===== config.mk =====
export PLATFORM = sky130hd
export DESIGN_NAME = dmem_port_arbiter
export DESIGN_NICKNAME = d
export VERILOG_FILES = /design/src/rtl/dmem_port_arbiter.sv
export SDC_FILE = /design/constraint.sdc
export NUM_CORES = 1
export LEC_CHECK = 0
export ABC_CLOCK_PERIOD_IN_PS = 1700
export BUFFER_PORTS_ARGS = -buffer_cell sky130_fd_sc_hd__buf_2
export CAP_MARGIN = 5
export CORE_MARGIN = 2
export CORE_UTILIZATION = 40
export DETAILED_ROUTE_END_ITERATION = 6
export PLACE_DENSITY = 0.84
export SYNTH_ARGS = -nofsm -noshare
export SYNTH_HDL_FRONTEND = slang
export SYNTH_SLANG_ARGS = --single-unit

===== constraint.sdc =====
create_clock -name clk -period 1.7 [get_ports clk]
set_clock_uncertainty 0.2 [all_clocks]
set_input_delay 0.085 -clock clk [delete_from_list [all_inputs] [get_ports clk]]
set_output_delay 0.085 -clock clk [all_outputs]
set_load 0.02 [all_outputs]

===== src/rtl/dmem_port_arbiter.sv =====
// rtl/dmem_port_arbiter.sv - arbitrates the single data-cache port between the load path and the store buffer
module dmem_port_arbiter #(
    parameter int STARVE_LIMIT = 4,
    parameter int CNT_W        = 3
) (
    input  logic        clk,
    input  logic        rst,
    input  logic        flush,
    input  logic        ld_req,
    input  logic [31:0] ld_addr,
    input  logic [3:0]  ld_mask,
    output logic        ld_ready,
    output logic        ld_resp_valid,
    output logic [31:0] ld_rdata,
    input  logic        st_req,
    input  logic [31:0] st_addr,
    input  logic [3:0]  st_mask,
    input  logic [31:0] st_wdata,
    input  logic        st_urgent,
    output logic        st_ready,
    output logic        st_done,
    output logic [31:0] dmem_addr,
    output logic [3:0]  dmem_rmask,
    output logic [3:0]  dmem_wmask,
    output logic [31:0] dmem_wdata,
    input  logic [31:0] dmem_rdata,
    input  logic        dmem_resp
);

    localparam logic [1:0] IDLE         = 2'd0;
    localparam logic [1:0] WAIT_LD      = 2'd1;
    localparam logic [1:0] WAIT_LD_KILL = 2'd2;
    localparam logic [1:0] WAIT_ST      = 2'd3;

    logic [1:0]       state;
    logic [CNT_W-1:0] starve_cnt;
    logic             starved;
    logic             grant_window;
    logic             sel_st;
    logic             sel_ld;

    // A response cycle is also a grant cycle so the port can issue back-to-back.
    assign starved      = (starve_cnt >= CNT_W'(STARVE_LIMIT));
    assign grant_window = (state == IDLE) || dmem_resp;
    assign sel_st       = st_req && (!ld_req || flush || st_urgent || starved);
    assign sel_ld       = ld_req && !flush && !sel_st;
    assign st_ready     = rst && grant_window && sel_st;
    assign ld_ready     = rst && grant_window && sel_ld;

    always_ff @(posedge clk) begin
        if (!rst) begin
            state         <= IDLE;
            starve_cnt    <= '0;
            dmem_addr     <= '0;
            dmem_rmask    <= '0;
            dmem_wmask    <= '0;
            dmem_wdata    <= '0;
            ld_resp_valid <= 1'b0;
            ld_rdata      <= '0;
            st_done       <= 1'b0;
        end else begin
            // A flush arriving with the response still kills the load data.
            ld_resp_valid <= (state == WAIT_LD) && dmem_resp && !flush;
            st_done       <= (state == WAIT_ST) && dmem_resp;
            if ((state == WAIT_LD) && dmem_resp) begin
                ld_rdata <= dmem_rdata;
            end

            if (ld_ready) begin
                state      <= WAIT_LD;
                dmem_addr  <= ld_addr;
                dmem_rmask <= ld_mask;
                dmem_wmask <= '0;
                if (st_req && !starved) begin
                    starve_cnt <= starve_cnt + 1'b1;
                end
            end else if (st_ready) begin
                state      <= WAIT_ST;
                dmem_addr  <= st_addr;
                dmem_rmask <= '0;
                dmem_wmask <= st_mask;
                dmem_wdata <= st_wdata;
                starve_cnt <= '0;
            end else if ((state != IDLE) && dmem_resp) begin
                state      <= IDLE;
                dmem_rmask <= '0;
                dmem_wmask <= '0;
            end else if ((state == WAIT_LD) && flush) begin
                state <= WAIT_LD_KILL;
            end
        end
    end

endmodule


==> flow_summary.toml <==
[hold_path]
min_from = "flush"
worstHoldEndpoint = "state[1]$_SDFFE_PP0P_"
hp-class = "input pin to flop"
hold_depth = 5

[synth]
synth_compound_area_share_pct = 21.64
syn-mean-instance-area_sq_um = 7.897
yosys.area_share.adder_pct = 0.2760
synth-seq-cells = 111
syn-instance-count = 574
synthXorXnorAreaFrac_pct = 0
synth_cell_types = 36
synth-simple-area-share_pct = 22.99
synth_mux_area_share_pct = 0
synth_top_family_by_area = "simple AND/OR/NAND/NOR gates"
synth_warnings = 0
syn-num-nets = 718
syn_area_sq_um = 4533
yosysSeqAreaShare_pct = 49.02

[setup_path]
crit_required_ns = 1.80
worst-path-buf-inv = 1
crit_chain = "or2_4, buf_4, a2111oi_2, a31oi_1, a21oi_1"
crit_slowest_cell = "a2111oi_2"
crit_type = "flop to flop"
critPathCaptureType = "flop"
r2r_cells = 5
worstReg2RegStart = "starve_cnt[2]$_SDFFE_PN0P_"
worstReg2RegEnd = "dmem_addr[22]$_SDFFE_PN0P_"
slowest_delay_ns = 0.50
startpoint_type = "flop"
ff2ff_setup_slack_ns = -0.12
arrival_ns = 1.92
crit_family = "compound AO/OA/AOI/OAI gates"
cp_max_fo = 16

[floorplanning]
die_h_um = 110.5
row_count = 38
dieArea_sq_um = 12200
num_io_pins = 251
start_util_pct = 41.45
die_w_um = 110.5
core_area_sq_um = 10940

[final_layout]
mostFrequentLayoutCells = "buf_2 (248), nand2_1 (198), dlygate4sd3_1 (137)"
fin_nets = 1107
stdcell_area_sq_um = 8199
fillCellCount = 705
layout_commonest_cell = "buf_2"
syn_to_final_growth_pct = 80.87
final-seq-area_sq_um = 2230
drive_gt1_share_pct = 37.09
stdcell_count = 1110
multiInputGateArea_sq_um = 2355

[routing]
vias = 6120
vias_per_cell = 5.514
drc = 0
dr.max_layer_used = "met4"
drt_iter0_markers = 631
met1_length_mm = 7.297
wl_per_cell_um = 18.59
routed-wl-met2_mm = 10.43
postRouteAntennaNets = 0
drt-total-wl_mm = 20.64
wl_met3_mm = 1.636
first_pass_iters = 6

[clock_network]
cts_root_buffer = "clkbuf_16"
cts_buffers = 9
clkLatencyLatePin_ns = 0.36
clock-sinks = 111
clock_path_buffers = 2
path_clk_slew_ns = 0.07
htreeDepth = 3
cts_tree = "built"

[grt]
grt_pass1_vias = 6115
antenna_found_initial = 0
grt_pass1_wl_mm = 29.70
grt_max_degree = 50
overflow = 0
grt_util_all_layers_pct = 29.78

[run_status]
failed_checks = "negative setup slack"
status = "finished with violations"

[sta]
rsz0062_at_grt = "true"
holdWs_ns = 0.01845
min_period_ns = 1.825
setup_viol = 15
slew_viol_final = 0
totalNegativeSetupSlack_ns = -0.6232
hold_viol_final = 0
period_share_pct = 107.3
fmax_ghz = 0.5481
layout_setup_ws_ns = -0.1245
tightest_slew_ns = 0.4284
slew_headroom_pct = 71.44

[pwr]
p_per_area_nw_per_um2 = 798.9
max-vdd-ir-drop_v = 0.0009505
p_leak_uw = 0.003714
p_total_uw = 6550

[job]
cap_violations = 0

[placement]
placedCellCount = 939
placed_area_sq_um = 5984
portBuffers = 250
globalplace.congestion = 0.8372
place_hpwl_mm = 9.911
-- area by class of cell --
type,count,share of cell area [%]
Inverter,3,0.1373
Clock buffer,10,2.915
Multi-Input combinational cell,409,28.72
Antenna cell,2,0.06104
Sequential cell,111,27.19
Clock inverter,6,0.8241
Timing Repair Buffer,429,38.01
Tap cell,140,2.136
-- Yosys cell counts --
master / number / area (sq um)
o21bai_1: 1 / 7.510
or2_2: 1 / 6.260
or3b_1: 1 / 8.760
a31oi_1: 32 / 200.2
dfxtp_1: 111 / 2222
nand2_1: 201 / 754.5
a22o_1: 4 / 35.03
a21oi_1: 72 / 360.4
nand2b_1: 2 / 12.51
clkinv_1: 1 / 3.750
o21ai_0: 3 / 15.01
or2_1: 1 / 6.260
buf_2: 10 / 50.05
or3_1: 1 / 6.260
nor2_1: 7 / 26.28
a2bb2oi_1: 1 / 8.760
nor3_1: 1 / 5.000
nand3_1: 36 / 180.2
nor2b_1: 1 / 6.260
inv_1: 1 / 3.750
buf_1: 2 / 7.510
clkbuf_1: 34 / 127.6
buf_6: 7 / 78.83
nand4_1: 1 / 6.260
and3_1: 1 / 6.260
a2111oi_0: 20 / 175.2
inv_2: 1 / 3.750
o21ba_2: 1 / 10.01
o211ai_1: 1 / 7.510
o2111ai_4: 1 / 26.28
nor3_2: 1 / 10.01
a2111oi_1: 12 / 120.1
a21o_1: 1 / 7.510
ha_1: 1 / 12.51
a21boi_1: 1 / 7.510
nand3b_1: 1 / 7.510
-- registers in the layout (all words and copies together), names as in the netlist --
| name | count |
|---|---|
| dmem_wmask | 4 |
| dmem_rmask | 4 |
| dmem_addr | 32 |
| starve_cnt | 3 |
| state | 2 |
| ld_resp_valid | 1 |
| dmem_wdata | 32 |
| ld_rdata | 32 |
| st_done | 1 |
-- stage by stage --
stage                     setup slack, ns  util (%)
after global routing              -0.2548     74.93
final                             -0.1245     74.98
after global placement           -0.05295     54.73
after detailed placement         -0.07528     54.73
after CTS                         -0.1261     71.05
after floorplan                   0.03359         -
-- cell families (layout without fill, tap and decap cells) --
kind of cell               after synthesis  count (layout)
and+or+nand+nor                        256             256
AOI/OAI and AO/OA                      150             152
DFF                                    111             111
buffers and inverters                   56             448
adders and majority gates                1               1
other                                    0               2
-- layer usage --
layer / track usage, % / vias to the layer above
met1: 30.99 / 2821
li1: - / 2769
met4: 18.58 / 0
met3: 8.891 / 119
met5: 0 / -
met2: 52.31 / 411
-- what timing repair did --
action                                 in CTS  in global routing
resized for setup                           7                 77
hold buffers                              138                  0
buffers inserted                            6                  2
endpoints found under the hold margin     109                  0
pin swaps                                   5                 11
cloned                                      1                  6
setup endpoints to repair                  39                 90
-- how the worst max path moves through the flow --
stage                               start                          end  slack [ns]  cells past startpoint
6_report       starve_cnt[2]$_SDFFE_PN0P_   dmem_addr[22]$_SDFFE_PN0P_       -0.12                      5
3_5_place_dp   starve_cnt[2]$_SDFFE_PN0P_    dmem_addr[2]$_SDFFE_PN0P_       -0.08                      5
2_1_floorplan  starve_cnt[2]$_SDFFE_PN0P_  dmem_wdata[10]$_SDFFE_PN0P_        0.03                      8
4_1_cts        starve_cnt[2]$_SDFFE_PN0P_                     ld_ready       -0.13                      4
3_3_place_gp   starve_cnt[2]$_SDFFE_PN0P_    dmem_addr[2]$_SDFFE_PN0P_       -0.05                      5
5_1_grt        starve_cnt[2]$_SDFFE_PN0P_   dmem_addr[14]$_SDFFE_PN0P_       -0.25                      5
-- worst register-to-register path, delay by kind of cell (launching register included) --
family / cells / cell delay, ns
AOI/OAI and AO/OA: 3 / 0.76
DFF: 1 / 0.31
and+or+nand+nor: 1 / 0.26
buffers and inverters: 1 / 0.23
-- power by group --
group | switching, uW | internal [uW]
Clock | 1010 | 1190
Sequential | 89.9 | 2750
Combinational | 831 | 680
Total | 1930 | 4620
Note: power is estimated with default switching activity, not from simulation.
